--- config.mk ---
export PLATFORM = sky130hd
export DESIGN_NAME = alu_multdiv_ctrl
export DESIGN_NICKNAME = d
export VERILOG_FILES = /design/src/rtl/multdiv_pkg.sv /design/src/rtl/multdiv_counter.sv /design/src/rtl/alu_multdiv_ctrl.sv
export SDC_FILE = /design/constraint.sdc
export NUM_CORES = 1
export LEC_CHECK = 0
export CAP_MARGIN = 20
export CORE_ASPECT_RATIO = 0.9
export CORE_MARGIN = 5
export CORE_UTILIZATION = 35
export DETAILED_ROUTE_END_ITERATION = 8
export SETUP_SLACK_MARGIN = 0.15
export SYNTH_ARGS = -nofsm -noshare
export SYNTH_HDL_FRONTEND = slang
export SYNTH_HIERARCHICAL = 1
export SYNTH_SLANG_ARGS = --single-unit
--- constraint.sdc ---
create_clock -name clock -period 12.2 [get_ports clock]
set_input_delay 1.83 -clock clock [delete_from_list [all_inputs] [get_ports clock]]
set_output_delay 1.83 -clock clock [all_outputs]
set_load 0.02 [all_outputs]
--- src/rtl/multdiv_pkg.sv ---
// Shared constants, state encoding, result payload and helpers for the
// sequenced multiply/divide unit.
package multdiv_pkg;

    localparam int unsigned WIDTH   = 32;
    localparam int unsigned ITERS   = 32;
    localparam int unsigned CNT_W   = 5;
    localparam int unsigned BOOTH_W = 2 * WIDTH + 1;
    localparam int unsigned DIV_W   = 2 * WIDTH;

    localparam logic [WIDTH-1:0] INT_MIN = {1'b1, {(WIDTH-1){1'b0}}};

    localparam logic [1:0] ST_IDLE = 2'd0;
    localparam logic [1:0] ST_MULT = 2'd1;
    localparam logic [1:0] ST_DIV  = 2'd2;
    localparam logic [1:0] ST_DONE = 2'd3;

    typedef struct packed {
        logic             exception;
        logic [WIDTH-1:0] value;
    } md_result_t;

    // Two's-complement magnitude; INT_MIN maps to itself read as unsigned.
    function automatic logic [WIDTH-1:0] magnitude(input logic [WIDTH-1:0] v);
        return v[WIDTH-1] ? (~v + WIDTH'(1)) : v;
    endfunction

endpackage

--- src/rtl/multdiv_counter.sv ---
// Iteration counter with synchronous clear/enable and a terminal-count flag.
module multdiv_counter
    import multdiv_pkg::*;
(
    input  logic clock,
    input  logic reset_n,
    input  logic clear,
    input  logic enable,
    output logic terminal_c
);

    logic [CNT_W-1:0] count_q;

    always_ff @(posedge clock) begin
        if (!reset_n) begin
            count_q <= '0;
        end else if (clear) begin
            count_q <= '0;
        end else if (enable) begin
            count_q <= count_q + CNT_W'(1);
        end
    end

    assign terminal_c = (count_q == CNT_W'(ITERS - 1));

endmodule

--- src/rtl/alu_multdiv_ctrl.sv ---
// Sequenced signed 32-bit multiply (radix-2 Booth) / divide (restoring) unit
// that sits beside the single-cycle ALU; the core stalls while busy.
module alu_multdiv_ctrl
    import multdiv_pkg::*;
(
    input  logic             clock,
    input  logic             reset_n,
    input  logic [WIDTH-1:0] data_operandA,
    input  logic [WIDTH-1:0] data_operandB,
    input  logic             ctrl_MULT,
    input  logic             ctrl_DIV,
    output logic [WIDTH-1:0] data_result,
    output logic             data_exception,
    output logic             data_resultRDY,
    output logic             busy
);

    logic [1:0]         state_q, state_nxt;
    logic               load_mult, load_div, cnt_clear, cnt_en, finish;
    logic               cnt_term_c;
    logic [WIDTH-1:0]   a_q, b_q;
    logic [WIDTH-1:0]   dvs_mag;
    logic [BOOTH_W-1:0] booth_q, booth_nxt;
    logic [DIV_W-1:0]   div_q, div_nxt;
    logic [WIDTH:0]     booth_acc, booth_a, booth_sum;
    logic [WIDTH:0]     div_shift, div_trial;
    logic [DIV_W-1:0]   product;
    logic [WIDTH:0]     product_top;
    logic [WIDTH-1:0]   quotient;
    md_result_t         result_c;

    multdiv_counter u_counter (
        .clock      (clock),
        .reset_n    (reset_n),
        .clear      (cnt_clear),
        .enable     (cnt_en),
        .terminal_c (cnt_term_c)
    );

    always_ff @(posedge clock) begin
        if (!reset_n) begin
            state_q <= ST_IDLE;
        end else begin
            state_q <= state_nxt;
        end
    end

    // DONE also accepts a start so a new op can issue on the edge after RDY.
    always_comb begin
        state_nxt = state_q;
        load_mult = 1'b0;
        load_div  = 1'b0;
        cnt_clear = 1'b0;
        cnt_en    = 1'b0;
        finish    = 1'b0;
        case (state_q)
            ST_IDLE, ST_DONE: begin
                cnt_clear = 1'b1;
                if (ctrl_MULT) begin
                    state_nxt = ST_MULT;
                    load_mult = 1'b1;
                end else if (ctrl_DIV) begin
                    state_nxt = ST_DIV;
                    load_div  = 1'b1;
                end else begin
                    state_nxt = ST_IDLE;
                end
            end
            ST_MULT, ST_DIV: begin
                cnt_en = 1'b1;
                if (cnt_term_c) begin
                    state_nxt = ST_DONE;
                    finish    = 1'b1;
                end
            end
            default: state_nxt = ST_IDLE;
        endcase
    end

    // Booth step: 33-bit signed add/sub keeps INT_MIN operands exact.
    always_comb begin
        booth_acc = {booth_q[BOOTH_W-1], booth_q[BOOTH_W-1 -: WIDTH]};
        booth_a   = {a_q[WIDTH-1], a_q};
        case (booth_q[1:0])
            2'b10:   booth_sum = booth_acc - booth_a;
            2'b01:   booth_sum = booth_acc + booth_a;
            default: booth_sum = booth_acc;
        endcase
        booth_nxt = {booth_sum, booth_q[WIDTH:1]};
    end

    assign dvs_mag = magnitude(b_q);

    // Restoring step on magnitudes: shift, trial-subtract, keep or restore.
    always_comb begin
        div_shift = div_q[DIV_W-1:WIDTH-1];
        div_trial = div_shift - {1'b0, dvs_mag};
        if (div_trial[WIDTH]) begin
            div_nxt = {div_shift[WIDTH-1:0], div_q[WIDTH-2:0], 1'b0};
        end else begin
            div_nxt = {div_trial[WIDTH-1:0], div_q[WIDTH-2:0], 1'b1};
        end
    end

    assign product     = booth_nxt[BOOTH_W-1:1];
    assign product_top = product[DIV_W-1:WIDTH-1];
    assign quotient    = div_nxt[WIDTH-1:0];

    // Final result, valid on the edge that leaves MULT/DIV.
    always_comb begin
        result_c = '0;
        if (state_q == ST_MULT) begin
            result_c.value     = product[WIDTH-1:0];
            result_c.exception = ~((&product_top) | (~|product_top));
        end else if (b_q == '0) begin
            result_c.value     = '0;
            result_c.exception = 1'b1;
        end else if ((a_q == INT_MIN) && (b_q == '1)) begin
            result_c.value     = INT_MIN;
            result_c.exception = 1'b1;
        end else if (a_q[WIDTH-1] ^ b_q[WIDTH-1]) begin
            result_c.value     = ~quotient + WIDTH'(1);
        end else begin
            result_c.value     = quotient;
        end
    end

    always_ff @(posedge clock) begin
        if (!reset_n) begin
            a_q     <= '0;
            b_q     <= '0;
            booth_q <= '0;
            div_q   <= '0;
        end else begin
            if (load_mult || load_div) begin
                a_q <= data_operandA;
                b_q <= data_operandB;
            end
            if (load_mult) begin
                booth_q <= {WIDTH'(0), data_operandB, 1'b0};
            end else if (state_q == ST_MULT) begin
                booth_q <= booth_nxt;
            end
            if (load_div) begin
                div_q <= {WIDTH'(0), magnitude(data_operandA)};
            end else if (state_q == ST_DIV) begin
                div_q <= div_nxt;
            end
        end
    end

    // Registered outputs; result/exception hold until the next DONE.
    always_ff @(posedge clock) begin
        if (!reset_n) begin
            data_result    <= '0;
            data_exception <= 1'b0;
            data_resultRDY <= 1'b0;
            busy           <= 1'b0;
        end else begin
            data_resultRDY <= (state_nxt == ST_DONE);
            busy           <= (state_nxt != ST_IDLE);
            if (finish) begin
                data_result    <= result_c.value;
                data_exception <= result_c.exception;
            end
        end
    end

endmodule

==> flow_summary_export.csv, run 1 <==
group,metric,value,unit
status,status,"completed",
synthesis,synth_top_area_share,29.5,%
floorplan,die_area,50000,sq um
pwr,vdd_drop_max,0.0000995,V
synthesis,ys_ff_latch,235,
timing,finalCritPeriodShare,50.8,%
floorplan,die_y,213,um
synthesis,synth_nets,2239,
critical_path,crit_path_end_kind,"flip-flop",
grt,grt_pass1_wl,81.9,mm
critical_path,ff2ff_setup_slack,6.01,ns
hold_path,hold_class,"flip-flop to flip-flop",
final_layout,fill_cells,4643,
grt,track_usage,20.2,%
timing,min_period,6.19,ns
grt,grt_max_degree,99,
critical_path,path_max_fanout,15,
final_layout,stdcell_area,18500,sq um
final_layout,drive_gt1_share,5.32,%
critical_path,rr_endpoint,"data_result[30]$_SDFFE_PN0P_",
timing,fmax,161,MHz
floorplan,start_util,35.3,%
clock_tree,clk_pin_slew,0.06,ns
clock_tree,clockRootBuffer,"clkbuf_16",
synthesis,synth_ff_type,"dfxtp_1",
place,gp_congestion,0.963,
drt,routedWlPerCell,19.3,um
final_layout,n_antenna_cell,0,
critical_path,max_stage_delay,0.63,ns
grt,gr-total-overflow,0,
floorplan,ios,103,
timing,skew,0.0275,ns
drt,drc,0,
floorplan,fp-row-count,74,
synthesis,syn_inst,2095,
clock_tree,clock_latency,0.57,ns
clock_tree,cts_sinks,235,
floorplan,coreArea,45300,sq um
timing,setup_viol,0,
hold_path,worstHoldPathCells,2,
synthesis,async_flop_share,0,%
drt,first_pass_iters,5,
critical_path,worstRegToRegCells,25,
timing,slew_violations,0,
timing,tns,0,ns
critical_path,worst-path-buf-inv,2,
critical_path,startpoint_type,"flip-flop",
grt,grt_pass1_vias,14100,
timing,rsz0062_at_grt,"no",
pwr,p_leak,6.97,nW
clock_tree,tritoncts,"done",
final_layout,areaGrowthSynthToFinish,16.0,%
drt,viasPerCell,5.70,
synthesis,synth_top_cell_by_area,"dfxtp_1",
place,place_hpwl,39.8,mm
synthesis,synth_area_per_cell,7.62,sq um
place,io_buffers,102,
critical_path,slowest_stage,"a211oi_1",
synthesis,synth_area,16000,sq um
synthesis,synthTopCellsByArea,"dfxtp_1, nand2_1, ha_1, a21oi_1, xnor2_1",
grt,grt_antenna_before_repair,0,
hold_path,min_from,"a_q[8]$_SDFFE_PN0P_",
drt,totalWireLength,53.1,mm
critical_path,reg2reg_from,"b_q[2]$_SDFFE_PN0P_",
synthesis,yosysWarnings,6,
timing,worst_slack,6.01,ns
place,pre_cts_ws,6.05,ns
drt,vias,15700,
place,postPlaceCellArea,17500,sq um
critical_path,cp.arrival,6.68,ns
drt,drtIter0Drc,1394,
clock_tree,cts_resized,0,
pwr,pwr_density_cell,164,nW/um^2
timing,worst_pin_slew,1.09,ns
critical_path,crit_required,12.68,ns
drt,drtAntennaViolNets,0,
timing,relSlewSlack,27.4,%
timing,hold_viol_final,0,
final_layout,seqCellArea,4700,sq um
final_layout,postLayoutCoreUtil,40.9,%
clock_tree,clk_path_buf_depth,3,
synthesis,synth_cell_type_count,75,
clock_tree,postCtsHoldBufs,0,
synthesis,yosysSeqAreaShare,29.5,%
critical_path,critical_path_class,"flip-flop to flip-flop",
clock_tree,cts_setup_buffers,0,
clock_tree,numCtsBuffers,29,
hold_path,worstHoldEndpoint,"a_q[8]$_SDFFE_PN0P_",
clock_tree,cts_max_level,1,
final_layout,nets,2266,
critical_path,critPathTopFamily,"compound AO/OA/AOI/OAI gates",
flow_run,drv_cap,0,
synthesis,synth-edff-count,0,
final_layout,multi_input_area,10600,sq um
floorplan,fp.dieW,235,um
-- worst max path at each step --
stage | cells after the start | end | start | slack [ns]
after floorplan | 25 | data_result[30]$_SDFFE_PN0P_ | b_q[2]$_SDFFE_PN0P_ | 6.76
after global placement | 25 | data_result[26]$_SDFFE_PN0P_ | b_q[2]$_SDFFE_PN0P_ | 6.18
after detailed placement | 25 | data_result[30]$_SDFFE_PN0P_ | b_q[2]$_SDFFE_PN0P_ | 6.05
after CTS | 25 | data_result[30]$_SDFFE_PN0P_ | b_q[2]$_SDFFE_PN0P_ | 5.99
after global routing | 25 | data_result[30]$_SDFFE_PN0P_ | b_q[2]$_SDFFE_PN0P_ | 5.52
final | 25 | data_result[30]$_SDFFE_PN0P_ | b_q[2]$_SDFFE_PN0P_ | 6.01
-- power by group --
group,internal [W],leakage [nW],switching [W]
logic,0.000462,4.56,0.000740
registers,0.000835,1.92,0.0000853
clock network,0.000555,0.487,0.000353
total,0.00185,6.97,0.00118
-- area by class of cell --
| cell class | instances | area share (%) |
|---|---|---|
| inverter | 49 | 0.993 |
| clock buffer | 40 | 4.46 |
| tap | 608 | 4.11 |
| clock inverter | 11 | 0.891 |
| timing repair buffer | 126 | 6.69 |
| sequential | 235 | 25.4 |
| multi-input combinational | 1681 | 57.5 |
-- synthesized netlist by cell type (all sizes together), types with 54 or more instances --
master    n
a211oi   63
xor2     85
ha       74
mux2i    77
clkbuf  113
nand2   299
nor2    188
dfxtp   235
o21ai   150
a21oi   174
a31oi    54
xnor2    89
-- placed cells by master, fill, tap and decap left out, drive strengths merged, types with 12 or more instances in the layout --
master | netlist | layout
a21oi | 174 | 174
or3 | 19 | 19
nor3 | 35 | 35
nand2b | 20 | 20
inv | 49 | 50
o31ai | 30 | 30
a311oi | 17 | 17
nand2 | 299 | 299
a21o | 38 | 38
clkbuf | 113 | 40
mux2i | 77 | 77
nand3 | 33 | 33
o211ai | 16 | 16
o21ai | 150 | 150
clkdlybuf4s50 | 0 | 101
buf | 17 | 25
xor2 | 85 | 85
or4 | 12 | 12
a221oi | 18 | 18
xnor2 | 89 | 89
dfxtp | 235 | 235
nand4 | 24 | 24
nor2 | 188 | 188
a31oi | 54 | 54
nor4 | 24 | 24
ha | 74 | 74
a211oi | 63 | 63
-- flip-flops by register name, summed over array words and instances (netlist names) --
| register | cells |
|---|---|
| div_q | 64 |
| b_q | 32 |
| state_q | 2 |
| data_result | 32 |
| data_exception | 1 |
| data_resultRDY | 1 |
| busy | 1 |
| booth_q | 65 |
| u_counter/count_q | 5 |
| a_q | 32 |
-- stage by stage --
step	std cells	total power (W)	hold slack, ns
2_1_floorplan	2095	0.00180	0.436
3_3_place_gp	2695	0.00210	0.445
3_5_place_dp	2696	0.00211	0.454
4_1_cts	2747	0.00303	0.462
5_1_grt	2750	0.00321	0.478
6_report	2750	0.00303	0.462
-- worst reg2reg max path, cell delays in order (launching register included) --
cell      delay [ns]
dfxtp_1         0.36
nor4_1          0.60
nand3_1         0.23
nor2_1          0.24
nand2_1         0.13
o41ai_1         0.33
xor2_1          0.21
ha_1            0.33
a21o_1          0.21
a21o_1          0.17
a21oi_1         0.16
o21ai_0         0.11
a211oi_1        0.63
a21oi_1         0.28
o211ai_1        0.31
buf_4           0.27
inv_1           0.09
ha_1            0.20
nand2b_1        0.15
nor2_1          0.09
and3_1          0.21
and2_1          0.21
a31oi_1         0.20
xor2_1          0.17
nand2_1         0.08
a31oi_1         0.16
-- per-layer routing --
layer	share of wire [%]	GRT usage, %
met2	42	30.3
met4	2.8	5.23
met1	48	30.3
met3	7.2	3.27
met5	0	0
-- cell families after synthesis --
kind of cell / after synthesis / share of synthesized area [%]
adder cells (fa/ha/maj): 76 / 6.05
XOR/XNOR: 174 / 9.54
AND/OR/NAND/NOR: 724 / 20.8
flip-flops: 235 / 29.5
multiplexers: 83 / 5.25
buffers and inverters: 179 / 4.28
AO/OA/AOI/OAI: 624 / 24.6
No activity file was read; power rests on OpenSTA's default activity.
==> inputs of run 2 (changes only) <==
clock period = 5.8 ns   (was 12.2 ns; I/O delays follow)
==> run 2 against run 1 <==
Against the previous run: critical path depth decreased by 2; die area is the same; via count is 1.3% lower; clock power up 110%; first-iteration DRC count down 4.2%; critical path type unchanged; largest power group unchanged.
==> flow_summary_export.csv, run 2 (synthesis gave the netlist of run 1 again) <==
group,metric,value,unit
drt,vias,15500,
hold_path,worstHoldEndpoint,"a_q[7]$_SDFFE_PN0P_",
timing,hold_viol_final,0,
final_layout,stdcell_area,18700,sq um
hold_path,worstHoldPathCells,2,
grt,track_usage,20.3,%
floorplan,fp-row-count,74,
hold_path,min_from,"a_q[7]$_SDFFE_PN0P_",
drt,routedWlPerCell,19.4,um
drt,drtAntennaViolNets,0,
floorplan,ios,103,
critical_path,rr_endpoint,"data_result[26]$_SDFFE_PN0P_",
floorplan,die_y,213,um
place,place_hpwl,40.7,mm
floorplan,coreArea,45300,sq um
floorplan,fp.dieW,235,um
place,pre_cts_ws,0.196,ns
critical_path,slowest_stage,"or4_4",
place,io_buffers,102,
final_layout,largest_reg_flops,65,
final_layout,nets,2272,
clock_tree,clockRootBuffer,"clkbuf_16",
floorplan,start_util,35.3,%
clock_tree,tritoncts,"done",
timing,min_period,5.28,ns
timing,whs,0.461,ns
pwr,vdd_drop_max,0.000247,V
critical_path,path_common_cell,"a21o_1",
final_layout,largestRegisters,"booth_q: 65 flops, div_q: 64 flops",
drt,drc,0,
critical_path,critical_path_class,"flip-flop to flip-flop",
grt,grt_max_degree,83,
place,postPlaceCellArea,17500,sq um
grt,grt_pass1_vias,14300,
critical_path,startpoint_type,"flip-flop",
critical_path,path_max_fanout,7,
status,status,"completed",
clock_tree,clk_path_buf_depth,3,
final_layout,postLayoutCoreUtil,41.2,%
grt,grt_pass1_wl,82.3,mm
place,gp_congestion,0.938,
clock_tree,cts_sinks,235,
pwr,pwr_density_cell,346,nW/um^2
critical_path,worstPathCellList,"or4_4 -> nor4_4 -> nand3_2 -> o21ai_1 -> xor2_1 -> ha_1 -> a21o_1 -> a21o_1 -> a21o_1 -> a21oi_1 -> o21ai_0 -> or2_2 -> o211ai_1 -> inv_1 -> ha_1 -> nand2b_1 -> nor2_1 -> and3_1 -> and2_1 -> a31oi_1 -> xor2_1 -> nand2_1 -> a31oi_1",
drt,drtIter0Drc,1335,
flow_run,drv_cap,0,
timing,worst_pin_slew,0.999,ns
grt,gr-total-overflow,0,
critical_path,max_stage_delay,0.60,ns
timing,tns,0,ns
drt,viasPerCell,5.61,
timing,setup_viol,0,
clock_tree,cts_max_level,1,
final_layout,areaGrowthSynthToFinish,16.9,%
timing,rsz0062_at_grt,"yes",
critical_path,ff2ff_setup_slack,0.52,ns
final_layout,regMostFlops,"booth_q",
critical_path,crit_required,6.30,ns
final_layout,final_cell_mix,"nand2_1, dfxtp_1, nor2_1",
grt,grt_antenna_before_repair,0,
clock_tree,numCtsBuffers,29,
timing,slew_violations,0,
timing,finalCritPeriodShare,91.1,%
clock_tree,clock_latency,0.58,ns
timing,relSlewSlack,33.2,%
timing,worst_slack,0.518,ns
pwr,p_leak,7.01,nW
critical_path,reg2reg_from,"b_q[14]$_SDFFE_PN0P_",
timing,fmax,189,MHz
timing,skew,0.0132,ns
final_layout,layout_commonest_cell,"nand2_1",
drt,totalWireLength,53.5,mm
critical_path,cp.arrival,5.78,ns
drt,first_pass_iters,5,
final_layout,drive_gt1_share,6.56,%
hold_path,hold_class,"flip-flop to flip-flop",
floorplan,die_area,50000,sq um
clock_tree,clk_pin_slew,0.06,ns
final_layout,n_antenna_cell,0,
critical_path,worstRegToRegCells,23,
critical_path,crit_path_end_kind,"flip-flop",
==> run 2: cell count changes in the layout (fill, tap and decap cells not counted), sizes merged <==
cell	before	now
buf	25	31
clkbuf	40	34
clkinv	5	10
clkinvlp	1	4
bufinv	4	5
==> run 2: where the power goes <==
| part | switching [W] | leakage, nW | internal (W) |
|---|---|---|---|
| sequential | 0.000190 | 1.92 | 0.00176 |
| combinational | 0.00156 | 4.59 | 0.000992 |
| clock | 0.000784 | 0.491 | 0.00117 |
| total | 0.00254 | 7.01 | 0.00392 |
==> run 2: metal layers <==
| metal | up-vias | global-route usage [%] | wire (um) |
|---|---|---|---|
| met1 | 7267 | 29.7 | 25400 |
| met2 | 510 | 30.7 | 22500 |
| met5 | - | 0 | 0 |
| li1 | 7626 | - | - |
| met4 | 0 | 5.90 | 1750 |
| met3 | 79 | 3.76 | 3770 |
==> run 2: worst max-delay path by stage <==
| stage | startpoint | to | slack [ns] | cells past startpoint |
|---|---|---|---|---|
| global placement | b_q[2]$_SDFFE_PN0P_ | data_result[26]$_SDFFE_PN0P_ | 0.44 | 23 |
| floorplan | b_q[2]$_SDFFE_PN0P_ | data_result[30]$_SDFFE_PN0P_ | 0.36 | 25 |
| finish | b_q[14]$_SDFFE_PN0P_ | data_result[26]$_SDFFE_PN0P_ | 0.52 | 23 |
| CTS | a_q[3]$_SDFFE_PN0P_ | data_exception$_SDFFE_PN0P_ | 0.26 | 17 |
| global route | b_q[2]$_SDFFE_PN0P_ | data_result[20]$_SDFFE_PN0P_ | 0.13 | 25 |
| detailed placement | b_q[14]$_SDFFE_PN0P_ | data_result[26]$_SDFFE_PN0P_ | 0.20 | 22 |
==> run 2: final cells by class <==
cell class	count	area, sq um
clock buffer	34	764
sequential	235	4700
multi-input combinational	1681	10700
inverter	49	184
fill	4622	26600
tap	608	761
clock inverter	20	254
timing repair buffer	132	1260
==> run 2: through the flow <==
stage,power [W],cells
after floorplan,0.00378,2095
after CTS,0.00643,2757
final,0.00646,2759
after global routing,0.00685,2759
after global placement,0.00443,2703
after detailed placement,0.00446,2703
==> run 2: repair_timing <==
item / 4_1_cts / 5_1_grt
hold buffers: 0 / 0
endpoints found under the setup margin: 1 / 16
buffers inserted: 0 / 1
gates resized for setup: 1 / 21
pin swaps: 0 / 1
==> run 2: worst max-delay path: cells and delay by family (launching register included) <==
| kind | cells | cell delay [ns] |
|---|---|---|
| compound gates | 9 | 1.72 |
| buf+inv | 1 | 0.13 |
| xor+xnor | 2 | 0.35 |
| fa+ha+maj | 2 | 0.53 |
| simple gates | 9 | 2.06 |
| flops | 1 | 0.38 |
